**config.mk**
```make
export PLATFORM = sky130hd
export DESIGN_NAME = mdu_iterative
export DESIGN_NICKNAME = d
export VERILOG_FILES = /design/src/rtl/mdu_iterative.sv
export SDC_FILE = /design/constraint.sdc
export NUM_CORES = 1
export LEC_CHECK = 0
export BUFFER_PORTS_ARGS = -buffer_cell sky130_fd_sc_hd__buf_4
export CAP_MARGIN = 20
export CORE_MARGIN = 5
export CORE_UTILIZATION = 55
export DETAILED_ROUTE_END_ITERATION = 16
export PLACE_DENSITY = 0.71
export SLEW_MARGIN = 5
export SYNTH_ARGS = -nofsm -noshare
export SYNTH_HDL_FRONTEND = slang
export SYNTH_SLANG_ARGS = --single-unit
```
**constraint.sdc**
```tcl
create_clock -name clk -period 6.6 [get_ports clk]
set_input_delay 0.99 -clock clk [delete_from_list [all_inputs] [get_ports clk]]
set_output_delay 0.99 -clock clk [all_outputs]
set_load 0.02 [all_outputs]
```
**src/rtl/mdu_iterative.sv**
```systemverilog
// mdu_iterative: radix-2 iterative MULT/MULTU/DIV/DIVU unit with HI/LO registers; optional MDU_EARLY_OUT_EN.
// Ports: clk, reset (async, active-high); start/op/a/b issue an op; cancel aborts it;
// hi_we/lo_we/wdata are MTHI/MTLO; busy, done pulse, sticky div_zero; hi/lo always readable.
module mdu_iterative #(
  parameter int WIDTH = 32,
  localparam int CNT_W = $clog2(WIDTH) + 1
) (
  input  logic             clk,
  input  logic             reset,
  input  logic             start,
  input  logic [1:0]       op,
  input  logic [WIDTH-1:0] a,
  input  logic [WIDTH-1:0] b,
  input  logic             cancel,
  input  logic             hi_we,
  input  logic             lo_we,
  input  logic [WIDTH-1:0] wdata,
  output logic             busy,
  output logic             done,
  output logic             div_zero,
  output logic [WIDTH-1:0] hi,
  output logic [WIDTH-1:0] lo
);
  typedef enum logic [1:0] {IDLE, CALC, FIX} state_t;
  state_t state_q, state_d;
  logic [CNT_W-1:0] cnt_q, cnt_d;
  logic [2*WIDTH-1:0] acc_q, acc_d, step, prod;
  logic [WIDTH-1:0] md_q, md_d, hi_q, hi_d, lo_q, lo_d, ma, mb, q_fix, r_fix, diff;
  logic [WIDTH:0] sum, r_sh;
  logic neg_q, neg_d, rneg_q, rneg_d, div_q, div_d, dz_q, dz_d;
  logic done_q, done_d, div_zero_q, div_zero_d, sa, sb, ge;
  assign sa = op[0] & a[WIDTH-1];
  assign sb = op[0] & b[WIDTH-1];
  assign ma = sa ? -a : a;
  assign mb = sb ? -b : b;
  assign sum = {1'b0, acc_q[2*WIDTH-1:WIDTH]} + {1'b0, md_q};
  // Restoring divide: the shifted partial remainder needs one extra bit before the compare
  assign r_sh = {acc_q[2*WIDTH-1:WIDTH], acc_q[WIDTH-1]};
  assign ge = r_sh >= {1'b0, md_q};
  assign diff = r_sh[WIDTH-1:0] - md_q;
  assign step = div_q ? (ge ? {diff, acc_q[WIDTH-2:0], 1'b1} : {acc_q[2*WIDTH-2:0], 1'b0})
                      : (acc_q[0] ? {sum, acc_q[WIDTH-1:1]} : {1'b0, acc_q[2*WIDTH-1:1]});
  assign prod = neg_q ? -acc_q : acc_q;
  assign q_fix = neg_q ? -acc_q[WIDTH-1:0] : acc_q[WIDTH-1:0];
  assign r_fix = rneg_q ? -acc_q[2*WIDTH-1:WIDTH] : acc_q[2*WIDTH-1:WIDTH];
  always_comb begin
    state_d = state_q;
    cnt_d = cnt_q;
    acc_d = acc_q;
    md_d = md_q;
    neg_d = neg_q;
    rneg_d = rneg_q;
    div_d = div_q;
    dz_d = dz_q;
    hi_d = hi_q;
    lo_d = lo_q;
    div_zero_d = div_zero_q;
    done_d = 1'b0;
    case (state_q)
      IDLE: begin
        hi_d = hi_we ? wdata : hi_q;
        lo_d = lo_we ? wdata : lo_q;
        if (start) begin
          div_d = op[1];
          neg_d = sa ^ sb;
          rneg_d = sa;
          cnt_d = CNT_W'(WIDTH);
          md_d = op[1] ? mb : ma;
          dz_d = op[1] && b == '0;
          // Divide by zero bypasses CALC with the architectural result preloaded
          acc_d = dz_d ? {a, {WIDTH{1'b1}}} : {{WIDTH{1'b0}}, op[1] ? ma : mb};
          state_d = dz_d ? FIX : CALC;
        end
      end
      CALC: begin
        acc_d = step;
        cnt_d = cnt_q - CNT_W'(1);
        state_d = cnt_d == '0 ? FIX : CALC;
`ifdef MDU_EARLY_OUT_EN
        // Remaining multiplier bits all zero: the rest of the steps would only shift
        if (!div_q && cnt_d != '0 && (step[WIDTH-1:0] & ~({WIDTH{1'b1}} << cnt_d)) == '0) begin
          acc_d = step >> cnt_d;
          cnt_d = '0;
          state_d = FIX;
        end
`endif
        if (cancel) state_d = IDLE;
      end
      FIX: begin
        state_d = IDLE;
        if (!cancel) begin
          done_d = 1'b1;
          hi_d = dz_q ? acc_q[2*WIDTH-1:WIDTH] : div_q ? r_fix : prod[2*WIDTH-1:WIDTH];
          lo_d = dz_q ? acc_q[WIDTH-1:0] : div_q ? q_fix : prod[WIDTH-1:0];
          div_zero_d = div_q ? dz_q : div_zero_q;
        end
      end
      default: state_d = IDLE;
    endcase
  end
  always_ff @(posedge clk or posedge reset) begin
    if (reset) begin
      state_q <= IDLE;
      cnt_q <= '0;
      acc_q <= '0;
      md_q <= '0;
      neg_q <= 1'b0;
      rneg_q <= 1'b0;
      div_q <= 1'b0;
      dz_q <= 1'b0;
      hi_q <= '0;
      lo_q <= '0;
      div_zero_q <= 1'b0;
      done_q <= 1'b0;
    end else begin
      state_q <= state_d;
      cnt_q <= cnt_d;
      acc_q <= acc_d;
      md_q <= md_d;
      neg_q <= neg_d;
      rneg_q <= rneg_d;
      div_q <= div_d;
      dz_q <= dz_d;
      hi_q <= hi_d;
      lo_q <= lo_d;
      div_zero_q <= div_zero_d;
      done_q <= done_d;
    end
  end
  assign busy = state_q != IDLE;
  assign done = done_q;
  assign div_zero = div_zero_q;
  assign hi = hi_q;
  assign lo = lo_q;
endmodule

```
## Word level (Yosys, flattened, before mapping)

Index checks and enable logic that the tools add are counted.

- Bits in registers: 174
- Bits of input ports: 104
- Output and inout bits: 67
- Logic and storage cells: 75

- Add/sub/neg operators: 8
- $lt $le $gt $ge: 1
- Equal/unequal tests: 6
- Muxes and demuxes: 32
- Bitwise logic cells: 4
- Reduce and logical (&&, ||, !) cells: 12

Operators by type and width:

| cell | number |
|---|---|
| $mux 32 | 14 |
| $mux 64 | 6 |
| $neg 32->32 | 4 |
| $pmux 32 s2 | 2 |
| $pmux 64 s2 | 1 |
| $neg 64->64 | 1 |
| $add 32x32->33 | 1 |
| $ge 33x32->1 | 1 |
| $logic_not 32->1 | 1 |
| $sub 32x32->32 | 1 |
| $pmux 6 s2 | 1 |
| $reduce_and 3->1 | 3 |
| $mux 2 | 4 |
| $ne 2x2->1 const B | 4 |
| $logic_not 6->1 | 1 |
| $mux 6 | 1 |
| $reduce_bool 2->1 | 3 |
| $sub 6x1->6 const B | 1 |
| $pmux 2 s2 | 1 |
| $reduce_and 2->1 | 2 |
| $and 1x1->1 | 2 |
| $eq 2x1->1 const B | 1 |
| $eq 2x2->1 const B | 1 |
| $logic_not 2->1 | 1 |
| other kinds (4) | 5 |

## Longest topological paths before layout

- Depth in word-level cells: 6
- Gate-level depth with buffers: 12
- Depth with buffers taken out: 12

## Worst setup path before layout

Ideal clock, no wire load.

- Path kind: input port to flip-flop
- Start point: input port a[0]
- End point: register acc_q[17]
- Library setup time: 0.104 ns
- Arrival time: 3.268 ns
- Data required time: 6.496 ns
- Setup slack: 3.229 ns
- Stages: 7
- Buffers on the path: 0
- Path through: or4_1 -> or3_1 -> or4_1 -> o31ai_1 -> xor2_1 -> mux2_2 -> a221oi_1

- Cells in the longest elaborated chain, start to end: 6

Ends and longest elaborated chain:

| item | line | text |
|---|---|---|
| start, declared | 12 | `input logic [WIDTH-1:0] a,` |
| $neg 32->32 | 34 | `assign ma = sa ? -a : a;` |
| $mux 32 | 34 |  |
| $mux 32 | 71 | `acc_d = dz_d ? {a, {WIDTH{1'b1}}} : {{WIDTH{1'b0}}, op[1] ? ma : mb};` |
| $mux 64 | 71 |  |
| $mux 64 | 63 | `if (start) begin` |
| $pmux 64 s2 | 59 | `case (state_q)` |
| end signal, assigned | 105 | `acc_q <= '0;` |
| end signal, assigned | 118 | `acc_q <= acc_d;` |
| end, declared | 27 | `logic [2*WIDTH-1:0] acc_q, acc_d, step, prod;` |

No other way between the ends. The select of a mux whose other input is x is not followed.
A chain may end at the register's enable or synchronous reset.

## Final worst setup path

- Start point: register acc_q[42]
- End point: register acc_q[61]

- Cells in the longest elaborated chain, start to end: 4
- Elaborated cells on any way between the ends: 7
- Those cells by class: add/sub (2); order compare (1); mux (4)

Ends and longest elaborated chain:

| item | line | text |
|---|---|---|
| $add 32x32->33, or another cell as far along | 36 | `assign sum = {1'b0, acc_q[2*WIDTH-1:WIDTH]} + {1'b0, md_q};` |
| $mux 64 (on tied branches) | 42, 41 |  |
| $mux 64 (*) | 41 | `assign step = div_q ? (ge ? {diff, acc_q[WIDTH-2:0], 1'b1} : {acc_q[2*WIDTH-2:0], 1'b0})` |
| $pmux 64 s2 (*) | 59 |  |

Every way passes the cells marked *; elsewhere a longest branch is shown, timed or not.

==> run summary <==
Once detailed placement completed, the half-perimeter wirelength came to 48000 um. Setup total negative slack on the finished layout was measured at 0 ns. Power spread over the standard cell area amounts to 549 nW/um2. The startpoint identified for the worst register-to-register timing path is acc_q[42]$_DFFE_PP0P_. The share of post-route cells with drive strength above 1 is 0.126.

The clock reaches the later pin of the worst-skew pair after 0.44 ns. For this run the aggregate overflow at the end of global routing stands at 0. STA classifies the critical path startpoint as a register.

The first global-routing pass estimated 96100 um of wire. By count the netlist is led by 217 x nand2_1, 209 x nor2_1, 174 x dfrtp_1, 163 x a21oi_1, 151 x o21ai_0. The number of cells on the worst reg-to-reg path is 9. The Yosys step of the flow raised 0 warnings. The final worst-path cycle share was 0.718. For the pin with the worst max-slew slack, the measured transition is 1.13 ns.

Worst slack on hold paths: 0.479 ns. Data arrives at the worst endpoint at 5.04 ns. Averaged over all synthesized cells, the footprint is 7.72 um2.

The logs give 174 for the number of sinks driven by the clock tree and 2238 for the net count after synthesis. Number of DRC markers after the initial detailed-route iteration: 2061. During placement, the flow inserted port buffers numbering 170.

The logs give 0.273 for the portion of the post-synthesis area used by sequential elements and 17 for the number of buffers added by the clock tree synthesis step. In this run, post-CTS hold repair placed 0 buffers. At the end of the flow, the number of nets in the layout was 2309. For the remaining number of nets flagged by the antenna check after routing, the log shows 0. In this run the critical register-to-register path is captured at acc_q[61]$_DFFE_PP0P_.

In this run the standard cell core region covers 28600 um2. The via density per instance was 6.66; the final-report hold violation count was 0. In this run the register-to-register setup slack is 1.86 ns. The routed wire length is 63200 um. In the routed design, unresolved DRC markers number 0. The tools report the root buffer cell as clkbuf_16. The register clock-pin slew on the reported worst setup and hold paths is 0.07 ns, and the overall routing resource usage is 0.376.

The run finished with clean final reports. The floorplan die width is 180 um, and the via count of the first global-routing pass is 16117. VDD sags by at most 0.394 mV. The final core utilization was 0.626.

Post-CTS resize count: 0. Counting along the longest clock path gives a buffer depth of 2. The area enclosed by the die boundary is 32500 um2, and the post-CTS repair timing setup buffer count is 0. At the worst endpoint, the required time is 6.90 ns. In this run the worst hold path is classified as reg2reg. For this run, the top clock speed supported by timing is 211 MHz.

For the finished layout, the period the worst path requires is 4.74 ns. Clock skew on the completed layout was measured at 0.00882 ns. The logs give 9 for the number of detailed-routing iterations run before antenna repair and 2.02 ns for the pre-CTS setup slack. The share of flip-flops with an asynchronous set or reset after synthesis is 1.00. Critical path capture point type: a register.

At the end of routability-driven placement, the weighted congestion stood at 1.02. Max-cap violations in this run came to 0. After synthesis, the cell types taking the most area are dfrtp_1 27%, ha_1 5.5%, xnor2_1 5.3%. In this run the number of H-tree levels came out at 4. The post-synthesis instance total is 2062. Number of register bits inferred by synthesis: 174. Setup repair after global routing left no endpoint under its margin. Relative to the synthesized area, the layout overhead comes to 12.6%. The critical path starts at acc_q[42]$_DFFE_PP0P_. The analysis attributes to cell leakage a power of 7.72 nW.

The endpoint of the worst setup timing path is acc_q[61]$_DFFE_PP0P_. TritonCTS built the clock tree. The count of antenna diodes in the layout is 0. Yosys instantiated no cell more often than nand2_1.

For the count of pins over their slew limit, the log shows 0. In the final routed layout, each cell accounts on average for 25.0 um. The netlist uses 79 different library cells.

The number of synthesized flops with an enable pin was 0; the floorplan die height was 180 um. Summing every instance area after synthesis gives 15900 um2. The tools report the final number of setup-violating endpoints as 0. The critical path class is reg2reg.

For the post-route worst setup slack, the log shows 1.86 ns. The largest total area in the synthesized netlist belongs to dfrtp_1. The most used flip-flop cell after synthesis is dfrtp_1.

The floorplan has 62 rows. Entering global routing, the biggest net connects 71 pins. Initial antenna violation count: 0. The number of vias in the routed layout is 16854, and the portion of synthesized cell area occupied by the leading cell type is 0.273. The relative slew slack was 0.244; the largest fanout on the critical path was 26. The I/O pin total was 171.

The tools report the starting density of the core as 0.556.
## cell families (layout without fill, tap and decap cells)
| kind of cell | after synthesis | after routing | share of synthesized area |
|---|---|---|---|
| AND/OR/NAND/NOR | 699 | 699 | 0.206 |
| AO/OA/AOI/OAI | 644 | 644 | 0.262 |
| XOR/XNOR | 163 | 163 | 0.0897 |
| buffers and inverters | 220 | 304 | 0.0536 |
| flip-flops | 174 | 174 | 0.273 |
| multiplexers | 90 | 90 | 0.0577 |
| adder cells (fa/ha/maj) | 72 | 72 | 0.0575 |
## stage by stage
stage                     area, um2  power [mW]  cells
final                         17900        9.85   2530
after global routing          17900        10.5   2530
after CTS                     17900        9.67   2530
after detailed placement      17400        8.64   2498
after global placement        17300        8.55   2497
after floorplan               15900        6.56   2062
## registers in the layout, indices dropped and copies added (netlist names)
register / flops
dz_q: 1
acc_q: 64
lo: 32
hi: 32
state_q: 2
cnt_q: 6
div_zero: 1
rneg_q: 1
div_q: 1
done: 1
md_q: 32
neg_q: 1
## critical path: stages (launching register included)
cell and delay, ns:
dfrtp_1 0.53, ha_1 0.47, a21oi_1 0.24, a21boi_0 0.12
nor4_1 0.78, a2111oi_0 0.40, o21ai_1 0.69, nand2_2 0.68
o311ai_0 0.57, o22ai_1 0.13
## worst min path at each step
| stage | from | endpoint | slack (ns) | cells after the start |
|---|---|---|---|---|
| 5_1_grt | lo[5]$_DFFE_PP0P_ | lo[5]$_DFFE_PP0P_ | 0.51 | 2 |
| 3_5_place_dp | lo[22]$_DFFE_PP0P_ | lo[22]$_DFFE_PP0P_ | 0.47 | 2 |
| 4_1_cts | lo[22]$_DFFE_PP0P_ | lo[22]$_DFFE_PP0P_ | 0.48 | 2 |
| 6_report | lo[22]$_DFFE_PP0P_ | lo[22]$_DFFE_PP0P_ | 0.48 | 2 |
| 3_3_place_gp | hi[22]$_DFFE_PP0P_ | hi[22]$_DFFE_PP0P_ | 0.46 | 2 |
| 2_1_floorplan | cnt_q[4]$_DFFE_PP0P_ | cnt_q[4]$_DFFE_PP0P_ | 0.47 | 1 |
## power breakdown
part           internal [mW]  switching (mW)
Clock                  0.538           0.484
Sequential              1.54           0.827
Combinational           2.52            3.94
Total                   4.59            5.25
## routing by layer
metal / global-route usage / share of wire / vias to the layer above
met1: 0.485 / 0.39 / 7883
met5: 0.00148 / 0 / -
li1: - / - / 7669
met2: 0.558 / 0.42 / 1060
met3: 0.0870 / 0.10 / 242
met4: 0.263 / 0.086 / 0
## area by class of cell
class / instances / area [um2]
clock buffers: 19 / 443
clock inverters: 13 / 134
fillers: 2629 / 10700
inverters: 76 / 290
multi-input cells: 1668 / 10800
flip-flops and latches: 174 / 4360
well taps: 384 / 480
repair buffers: 196 / 1480
## placed cells by master, fill, tap and decap left out, drive strengths merged, types with 13 or more instances in the layout
cell type and instances:
o21ai 154, a21oi 163, a211oi 37, xor2 66
nor3 69, dfrtp 174, a21o 33, and2 16
nand3 39, nand2b 16, a221oi 24, ha 70
inv 79, nor2 209, nand2 218, mux2i 76
nor2b 15, buf 196, or3 13, o211ai 19
a31oi 33, nor4 25, o31ai 63, xnor2 97
clkbuf 19, nand4 17, mux2 14
(Power assumes the default switching activity.)
